==> config.mk <==
export PLATFORM = sky130hd
export DESIGN_NAME = fir_out_stage
export DESIGN_NICKNAME = d
export VERILOG_FILES = /design/src/rtl/fir_out_stage.sv
export SDC_FILE = /design/constraint.sdc
export NUM_CORES = 1
export LEC_CHECK = 0
export CAP_MARGIN = 30
export CORE_UTILIZATION = 50
export DETAILED_ROUTE_END_ITERATION = 10
export HOLD_SLACK_MARGIN = 0.06
export PLACE_DENSITY_LB_ADDON = 0.08
export SLEW_MARGIN = 20
export SYNTH_ARGS = -nofsm -noshare
export SYNTH_HDL_FRONTEND = slang
export SYNTH_SLANG_ARGS = --single-unit
==> constraint.sdc <==
create_clock -name clk -period 6.6 [get_ports clk]
set_clock_uncertainty 0.1 [all_clocks]
set_input_delay 1.32 -clock clk [delete_from_list [all_inputs] [get_ports clk]]
set_output_delay 1.32 -clock clk [all_outputs]
set_load 0.02 [all_outputs]
==> src/rtl/fir_out_stage.sv <==
// fir_out_stage: round, saturate and decimate FIR results into a show-ahead FIFO; FIR_OUT_CONVERGENT_EN selects round-half-to-even
module fir_out_stage #(
  parameter int IN_WIDTH   = 37,
  parameter int OUT_WIDTH  = 16,
  parameter int FRAC_SHIFT = 15,
  parameter int DECIM      = 1,
  parameter int FIFO_DEPTH = 8
) (
  input  logic                          clk,
  input  logic                          rst,
  input  logic [IN_WIDTH-1:0]           y_in,
  input  logic                          y_valid,
  output logic signed [OUT_WIDTH-1:0]   d_out,
  output logic                          d_valid,
  input  logic                          d_ready,
  output logic [$clog2(FIFO_DEPTH):0]   fifo_count,
  output logic                          sat_flag,
  output logic                          ovf_flag,
  input  logic                          clr_flags
);
  localparam int RW = IN_WIDTH + 1 - FRAC_SHIFT;
  localparam int AW = $clog2(FIFO_DEPTH);
  localparam int CW = AW + 1;
  localparam logic [IN_WIDTH:0] HALF = (IN_WIDTH+1)'(1) << (FRAC_SHIFT - 1);
  logic signed [IN_WIDTH:0] sum;
  logic tie;
  logic [RW-1:0] r, s1_r;
  logic s1_v, s2_v, sat, keep, full, push, pop;
  logic [OUT_WIDTH-1:0] clamp, s2_d;
  logic [3:0] dcnt;
  logic [OUT_WIDTH-1:0] mem [FIFO_DEPTH];
  logic [AW-1:0] wptr, rptr, rptr_n;
  logic [CW-1:0] cnt_n;
  // rounding: add half an LSB in a one-bit-wider sum, then drop the fraction; a tie is forced even when convergent
  always_comb begin
    sum = $signed({y_in[IN_WIDTH-1], y_in} + HALF);
`ifdef FIR_OUT_CONVERGENT_EN
    tie = y_in[FRAC_SHIFT-1:0] == HALF[FRAC_SHIFT-1:0];
`else
    tie = 1'b0;
`endif
    r = RW'(sum >>> FRAC_SHIFT) & ~RW'(tie);
  end
  // clamp, decimation keep decision and FIFO push/pop bookkeeping
  always_comb begin
    sat = !(&s1_r[RW-1:OUT_WIDTH-1]) && |s1_r[RW-1:OUT_WIDTH-1];
    clamp = sat ? {s1_r[RW-1], {(OUT_WIDTH-1){~s1_r[RW-1]}}} : s1_r[OUT_WIDTH-1:0];
    keep = s1_v && dcnt == '0;
    d_valid = fifo_count != '0;
    pop = d_valid && d_ready;
    full = fifo_count == CW'(FIFO_DEPTH);
    push = s2_v && (!full || pop);
    cnt_n = fifo_count + CW'(push) - CW'(pop);
    rptr_n = rptr + AW'(pop);
  end
  // two-stage pipeline, decimation counter and saturation flag
  always_ff @(posedge clk) begin
    if (rst) begin
      s1_v <= 1'b0;
      s1_r <= '0;
      s2_v <= 1'b0;
      s2_d <= '0;
      dcnt <= '0;
      sat_flag <= 1'b0;
    end else begin
      s1_v <= y_valid;
      s1_r <= r;
      s2_v <= keep;
      s2_d <= clamp;
      dcnt <= s1_v ? (dcnt == 4'(DECIM - 1) ? '0 : dcnt + 4'd1) : dcnt;
      sat_flag <= (keep && sat) || (sat_flag && !clr_flags);
    end
  end
  // FIFO pointers, occupancy, registered head sample and overflow flag
  always_ff @(posedge clk) begin
    if (rst) begin
      wptr <= '0;
      rptr <= '0;
      fifo_count <= '0;
      d_out <= '0;
      ovf_flag <= 1'b0;
    end else begin
      wptr <= wptr + AW'(push);
      rptr <= rptr_n;
      fifo_count <= cnt_n;
      d_out <= cnt_n != '0 ? ((push && rptr_n == wptr) ? s2_d : mem[rptr_n]) : d_out;
      ovf_flag <= (s2_v && full && !pop) || (ovf_flag && !clr_flags);
    end
  end
  // sample storage
  always_ff @(posedge clk) begin
    if (push) mem[wptr] <= s2_d;
  end
endmodule

# [Yosys cells after proc, flatten, opt, wreduce, memory -nomap -nowiden]
# Memory sizes are Yosys's and may differ from the RTL's. A register that Yosys moved wholly into a read port is not among the register bits.
# Index checks and enable logic that the tools add are counted.
[totals] reg_bits=57 ram_bits=128 input_bits=42 n_memories=1
[classes] n_addsub=6 eq_ne=1 mux=4 bitwise_logic=1 n_reduce_logical=21
[mem_list] memory="mem" depth=8 width=16 read_ports=1 rd_clocked_by_memory_dff=1 wr=1 line_no="31" text="logic [OUT_WIDTH-1:0] mem [FIFO_DEPTH];"
[ops] operator="37-bit by 16-bit adder with 38-bit output, second input constant" count=1
[ops] operator="16-bit 2-to-1 mux" count=1
[ops] operator="1-bit logical AND" count=9
[ops] operator="8-bit AND reduction" count=1
[ops] operator="4-bit nonzero test" count=2
[ops] operator="8-bit OR reduction" count=1
[ops] operator="3-bit by 1-bit adder with 3-bit output" count=2
[ops] operator="4-bit by 1-bit adder with 4-bit output" count=1
[ops] operator="4-bit by 1-bit adder with 4-bit output, second input constant" count=1
[ops] operator="4-bit equality test, second input constant" count=1
[ops] operator="1-bit logical NOT" count=4
[ops] operator="4-bit logical NOT" count=1
[ops] operator="4-bit 2-to-1 mux" count=1
[ops] operator="4-bit by 1-bit subtractor with 4-bit output" count=1
[ops] operator="1-bit logical OR" count=3
[ops] operator="1-bit 2-to-1 mux" count=2
[ops] operator="1-bit NOT" count=1

# [Depth between registers and ports, before layout]
# Gate-level depths: netlist of the first run.
[logic_depth] depth_word=7 ltp_mapped=14 ltp_nobuf=11

# [Least setup slack after synthesis of the first run]
# No wires, ideal clock.
[synth_path] path_kind="in2reg" startpoint="input d_ready" endpoint="memory mem[0][0], enable pin" arrival_time_ns=3.380 required_ns=6.070 path_slack_ns=2.690 path_stages=4 path_buffers=1 cell_sequence="nand2b_1 a21bo_2 clkbuf_1 nor4_1"
[synth_between] elab_chain_len=5
[synth_rtl] item="from (decl)" line_no="15" text="input logic d_ready,"
[synth_rtl] item="1-bit logical AND" line_no="50" text="pop = d_valid && d_ready;"
[synth_rtl] item="1-bit logical OR" line_no="52" text="push = s2_v && (!full || pop);"
[synth_rtl] item="1-bit logical AND" line_no="52"
[synth_rtl] item="1-bit 2-to-1 mux" line_no="92" text="if (push) mem[wptr] <= s2_d;"
[synth_rtl] item="1-bit 2-to-1 mux (not written as such)" line_no="92"
[synth_rtl] item="to (decl)" line_no="31"
# Every way passes these cells.

# [Final worst setup path of the first run]
[layout_path] startpoint="input d_ready" endpoint="register d_out[3] (read register of mem)"
[layout_between] elab_chain_len=6 elab_cells_between_ends=7
[layout_rtl] item="1-bit logical AND (*)" line_no="50"
[layout_rtl] item="1-bit logical OR" line_no="52"
[layout_rtl] item="1-bit logical AND" line_no="52"
[layout_rtl] item="4-bit by 1-bit adder with 4-bit output" line_no="53" text="cnt_n = fifo_count + CW'(push) - CW'(pop);"
[layout_rtl] item="4-bit by 1-bit subtractor with 4-bit output (*)" line_no="53"
[layout_rtl] item="via cnt_n[1]" line_no="33" text="logic [CW-1:0] cnt_n;"
[layout_rtl] item="4-bit nonzero test (*)" line_no="86" text="d_out <= cnt_n != '0 ? ((push && rptr_n == wptr) ? s2_d : mem[rptr_n]) : d_out;"
[layout_rtl] item="to (decl)" line_no="13" text="output logic signed [OUT_WIDTH-1:0] d_out,"
# Mark *: on every way through the listed nets, which the timed path passes. The rest lies on a longest branch.
# A chain may end at the register's enable or synchronous reset.

==> results of run 1 <==
==> sequential cells by signal, indices dropped and copies added (netlist names) <==
signal and flops:
mem 128, wptr 3, s2_v 1, s2_d 16
s1_r 23, ovf_flag 1, sat_flag 1, rptr 3
s1_v 1, d_out 16, fifo_count 4, dcnt 4
==> cell type report <==
cell class	instances	area share (%)
inverters	12	0.460
multi-input cells	329	28.7
clock inverters	6	1.06
repair buffers	64	6.67
flip-flops and latches	201	54.2
well taps	216	2.76
clock buffers	31	6.19
==> cell usage in the layout (no fill, tap or decap), types with 5 or more instances in the layout <==
cell	instances
sky130_fd_sc_hd__buf_4	7
sky130_fd_sc_hd__dfxtp_1	73
sky130_fd_sc_hd__xor2_1	13
sky130_fd_sc_hd__o31ai_1	10
sky130_fd_sc_hd__o21ai_1	17
sky130_fd_sc_hd__mux2_2	16
sky130_fd_sc_hd__or4_1	7
sky130_fd_sc_hd__nor3_1	17
sky130_fd_sc_hd__o31ai_2	10
sky130_fd_sc_hd__nor2_1	30
sky130_fd_sc_hd__ha_1	10
sky130_fd_sc_hd__nor2b_1	28
sky130_fd_sc_hd__nand4_1	8
sky130_fd_sc_hd__o21ai_0	16
sky130_fd_sc_hd__nand2_1	10
sky130_fd_sc_hd__nand3_1	9
sky130_fd_sc_hd__a21oi_1	38
sky130_fd_sc_hd__xnor2_1	5
sky130_fd_sc_hd__mux4_2	32
sky130_fd_sc_hd__edfxtp_1	128
sky130_fd_sc_hd__mux2_1	5
sky130_fd_sc_hd__inv_1	11
sky130_fd_sc_hd__clkdlybuf4s50_1	49
sky130_fd_sc_hd__buf_8	7
sky130_fd_sc_hd__clkbuf_16	21
sky130_fd_sc_hd__nor4_1	5
==> metrics by stage <==
stage	area (um2)	worst slack, ps	std cells	hold WS (ps)
2_1_floorplan	8280	2690	579	345
3_3_place_gp	8960	1930	813	363
4_1_cts	9740	2330	855	367
5_1_grt	9790	2110	859	392
3_5_place_dp	9030	1860	818	359
6_report	9790	2280	859	364
==> report_power, final <==
part	switching [mW]	internal, mW	total [mW]
registers	0.0630	1.43	1.49
logic	0.632	0.600	1.23
clock network	0.446	0.749	1.20
==> path summary, 6_finish.rpt <==
path            startpoint        to  slack (ps)  cells after the start
max                d_ready  d_out[3]        2280                     10
min                s1_r[5]   s2_d[5]         360                      2
max reg2reg  fifo_count[2]  d_out[3]        2730                     12
min reg2reg        s1_r[5]   s2_d[5]         360                      2
==> worst max-delay path, cell delays in order <==
cell and delay, ps:
sky130_fd_sc_hd__clkdlybuf4s50_1 460, sky130_fd_sc_hd__nand3b_1 190, sky130_fd_sc_hd__a21bo_1 230, sky130_fd_sc_hd__ha_1 210
sky130_fd_sc_hd__fa_1 480, sky130_fd_sc_hd__or3_1 380, sky130_fd_sc_hd__a211oi_2 150, sky130_fd_sc_hd__buf_4 240
sky130_fd_sc_hd__or3_1 640, sky130_fd_sc_hd__o31ai_1 220
==> routing by layer <==
layer | GRT usage [%] | share of wire [%]
met5 | 0 | 0
met4 | 5.00 | 2.1
met2 | 34.8 | 50
met3 | 3.09 | 3.5
met1 | 27.7 | 45
==> cells by family after synthesis <==
kind of cell | share of synthesized area, %
xor gates and xnor gates | 2.37
AOI/OAI and AO/OA | 7.40
and+or+nand+nor | 9.61
buffers and inverters | 2.83
muxes | 11.7
adders and majority gates | 2.05
DFF | 64.1
==> impl_metrics.env, run 1 <==
export IMPL_max_freq_ghz=0.232
export IMPL_yosys_cell_types_count=52
export IMPL_clkSinkCount=201
export IMPL_detail_route_wirelength_um=16700
export IMPL_drc=0
export IMPL_seqCellArea_um2=5310
export IMPL_max_transition_margin_pct=40.0
export IMPL_grt_overflow_total=0
export IMPL_powerDensity_nw_per_um2=400
export IMPL_hold_class="reg2reg"
export IMPL_ys_seq_area_share_pct=64.1
export IMPL_grt_pass1_wl_um=26100
export IMPL_cts_made_buffers=21
export IMPL_post_cts_resized=0
export IMPL_avgSynthCellArea_um2=14.3
export IMPL_timing_final_crit_share_pct=65.4
export IMPL_synth_seq_cells=201
export IMPL_grt_setup_unrepaired="false"
export IMPL_synthTopCellsByCount="128 x sky130_fd_sc_hd__edfxtp_1, 73 x sky130_fd_sc_hd__dfxtp_1, 38 x sky130_fd_sc_hd__a21oi_1"
export IMPL_clk_insertion_delay_late_ps=480
export IMPL_fin_setup_tns_ps=0
export IMPL_layout_nets=684
export IMPL_ys_flop_type="sky130_fd_sc_hd__edfxtp_1"
export IMPL_post_synth_top_count_cell="sky130_fd_sc_hd__edfxtp_1"
export IMPL_timing_final_crit_period_ps=4320
export IMPL_detail_routed_via_count_per_cell=5.64
export IMPL_power_mw=3.92
export IMPL_clock_transition_at_path_regs_ps=60
export IMPL_rows=46
export IMPL_netlist_area_before_placement_um2=8280
export IMPL_critPathCaptureType="flip-flop"
export IMPL_synth_async_reset_ratio_pct=0
export IMPL_number_of_post_cts_setup_repair_buffers=0
export IMPL_multi_input_comb_area_um2=2810
export IMPL_gp_congestion=0.764
export IMPL_power_ir_vdd_worst_mv=0.286
export IMPL_max_cap_viol_count=0
export IMPL_synth_net_count=634
export IMPL_largest_net_degree_at_the_start_of_global_routing=78
export IMPL_die_height_um=131
export IMPL_outcome="finished clean"
export IMPL_initial_core_util_pct=51.8
export IMPL_synthDominantAreaCellType="sky130_fd_sc_hd__edfxtp_1"
export IMPL_die_width_um=131
export IMPL_numPortBuffers=50
export IMPL_io_pins=65
export IMPL_antenna_violating_nets_post_route=0
export IMPL_finalSetupViolCount=0
export IMPL_worst_pin_slew_ps=900
export IMPL_cts_hold_buffers_added=0
export IMPL_maxSlewViolCount=0
export IMPL_synthCells=579
export IMPL_final_layout_size_suffix_gt1_share_pct=19.0
export IMPL_critical_path_data_required_time_ps=6820
export IMPL_critPathMaxFanout=17
export IMPL_num_vias=4841
export IMPL_synth_edf_count=128
export IMPL_detail_route_first_pass_iterations=5
export IMPL_dpl_hpwl_um=10900
export IMPL_area_growth_pct=18.2
export IMPL_routed_wire_length_per_instance_um=19.4
export IMPL_clock_tree_htree_level_count=1
export IMPL_initialDrtViolationCount=311
export IMPL_timing_hold_violations_final=0
export IMPL_cp_arrival_ps=4540
export IMPL_cts_root_buffer="sky130_fd_sc_hd__clkbuf_16"
export IMPL_grt_antenna_before_repair=0
export IMPL_crit_path_start_kind="input pin"
export IMPL_synth_top_cells_by_area="sky130_fd_sc_hd__edfxtp_1 46%, sky130_fd_sc_hd__dfxtp_1 18%, sky130_fd_sc_hd__mux4_2 8.7%"
export IMPL_cellLeakagePower_nw=3.26
export IMPL_first_global_vias=4797
export IMPL_core_um2=16000
export IMPL_fillCellCount=1270
export IMPL_cts_tree="done"
export IMPL_ctsLongestPathBuffers=3
export IMPL_netlist_area_leader_share_pct=46.4
export IMPL_criticalPathCategory="in2reg"
export IMPL_design_die_area_um2=17100
export IMPL_count_of_antenna_diodes_in_the_layout=0
export IMPL_final_util_pct=61.2
export IMPL_global_route_usage_total_pct=20.5
export IMPL_yosys_warnings=0
Note: power is estimated with default switching activity, not from simulation.
==> run 2: changes to the inputs <==
clock period = 4.2 ns   (was 6.6 ns; I/O delays follow)
==> impl_metrics.env, run 2 (synthesized netlist as in run 1, its figures left out) <==
export IMPL_maxSlewViolCount=0
export IMPL_critPathCaptureType="flip-flop"
export IMPL_worst_pin_slew_ps=743
export IMPL_initial_core_util_pct=51.8
export IMPL_most_common_layout_cells="128 x sky130_fd_sc_hd__edfxtp_1, 73 x sky130_fd_sc_hd__dfxtp_1, 49 x sky130_fd_sc_hd__clkdlybuf4s50_1"
export IMPL_core_um2=16000
export IMPL_largest_net_degree_at_the_start_of_global_routing=49
export IMPL_fin_setup_tns_ps=0
export IMPL_grt_pass1_wl_um=26400
export IMPL_clk_insertion_delay_late_ps=490
export IMPL_global_route_usage_total_pct=20.7
export IMPL_criticalPathCategory="reg2reg"
export IMPL_initialDrtViolationCount=306
export IMPL_cp_arrival_ps=3750
export IMPL_die_width_um=131
export IMPL_design_die_area_um2=17100
export IMPL_ctsLongestPathBuffers=3
export IMPL_critPathMaxFanout=17
export IMPL_max_transition_margin_pct=50.4
export IMPL_hold_class="reg2reg"
export IMPL_detail_route_wirelength_um=16800
export IMPL_powerDensity_nw_per_um2=617
export IMPL_timing_final_crit_share_pct=82.5
export IMPL_gp_congestion=0.815
export IMPL_count_of_antenna_diodes_in_the_layout=0
export IMPL_largestRegisters="mem (128), s1_r (23)"
export IMPL_crit_path_start_kind="flip-flop"
export IMPL_detail_routed_via_count_per_cell=5.69
export IMPL_power_ir_vdd_worst_mv=0.358
export IMPL_critical_path_data_required_time_ps=4480
export IMPL_setup_ws_ps=737
export IMPL_grt_overflow_total=0
export IMPL_fillCellCount=1291
export IMPL_largest_reg_flops=128
export IMPL_drc=0
export IMPL_biggest_register="mem"
export IMPL_clock_tree_htree_level_count=1
export IMPL_clock_transition_at_path_regs_ps=50
export IMPL_io_pins=65
export IMPL_rows=46
export IMPL_cts_hold_buffers_added=0
export IMPL_antenna_violating_nets_post_route=0
export IMPL_max_cap_viol_count=0
export IMPL_first_global_vias=4791
export IMPL_num_vias=4928
export IMPL_dpl_hpwl_um=11100
export IMPL_finalSetupViolCount=0
export IMPL_routed_wire_length_per_instance_um=19.4
export IMPL_cts_tree="done"
export IMPL_final_layout_size_suffix_gt1_share_pct=18.6
export IMPL_layout_cells_most_common="sky130_fd_sc_hd__edfxtp_1"
export IMPL_detail_route_first_pass_iterations=4
export IMPL_area_growth_pct=16.8
export IMPL_seqCellArea_um2=5310
export IMPL_cellLeakagePower_nw=3.26
export IMPL_pre_cts_ws_ps=314
export IMPL_timing_hold_violations_final=0
export IMPL_grt_antenna_before_repair=0
export IMPL_outcome="finished clean"
export IMPL_numPortBuffers=50
export IMPL_layout_nets=692
export IMPL_cts_made_buffers=21
export IMPL_max_freq_ghz=0.289
export IMPL_multi_input_comb_area_um2=2770
export IMPL_cts_root_buffer="sky130_fd_sc_hd__clkbuf_16"
export IMPL_timing_final_crit_period_ps=3460
export IMPL_grt_setup_unrepaired="false"
export IMPL_clkSinkCount=201
export IMPL_post_cts_resized=0
export IMPL_die_height_um=131
export IMPL_number_of_post_cts_setup_repair_buffers=0
==> run 2: routing by layer <==
layer  up-vias  wire length (um)  track usage (%)
li1       2313                 -                -
met4         0               357             5.95
met3        31               815             2.89
met1      2451              7470             29.5
met2       133              8120             33.5
met5         -                 0                0
==> run 2: worst paths after layout <==
kind,start,endpoint,slack (ps),cells after the start
worst min-delay path,s1_r[6],s2_d[6],370,2
worst max register to register,fifo_count[2],d_out[0],740,12
worst min register to register,s1_r[6],s2_d[6],370,2
worst max-delay path,fifo_count[2],d_out[0],740,12
==> run 2: through the flow <==
stage / hold slack (ps) / util [%] / std cells / area (um2) / power (mW)
2_1_floorplan: 345 / - / 579 / 8280 / 3.83
3_3_place_gp: 363 / 56.6 / 829 / 9060 / 4.32
3_5_place_dp: 361 / 56.6 / 829 / 9060 / 4.37
4_1_cts: 370 / 60.4 / 865 / 9660 / 6.03
5_1_grt: 383 / 60.4 / 866 / 9670 / 6.27
6_report: 369 / 60.4 / 866 / 9670 / 5.97
==> run 2: layout make-up <==
type / instances / area share, %
Sequential cell: 201 / 54.9
Multi-Input combinational cell: 329 / 28.7
Timing Repair Buffer: 72 / 6.96
Clock buffer: 31 / 6.03
Tap cell: 216 / 2.79
Inverter: 12 / 0.466
Clock inverter: 5 / 0.246
==> run 2: report_power, final <==
| group | leakage [nW] | switching [mW] | internal, mW |
|---|---|---|---|
| logic | 1.19 | 1.01 | 0.969 |
| registers | 1.77 | 0.0999 | 2.24 |
| clock network | 0.300 | 0.692 | 0.955 |
| total | 3.26 | 1.80 | 4.17 |
==> run 2: critical path, stage by stage (launching register included) <==
cell and delay (ps):
sky130_fd_sc_hd__dfxtp_1 310, sky130_fd_sc_hd__inv_1 100, sky130_fd_sc_hd__ha_1 190, sky130_fd_sc_hd__nor3b_1 340, sky130_fd_sc_hd__o22ai_1 130, sky130_fd_sc_hd__a21bo_1 200
sky130_fd_sc_hd__ha_1 210, sky130_fd_sc_hd__fa_1 390, sky130_fd_sc_hd__xor2_1 240, sky130_fd_sc_hd__and4b_4 320, sky130_fd_sc_hd__or3_1 320, sky130_fd_sc_hd__buf_4 220
sky130_fd_sc_hd__o31ai_1 280
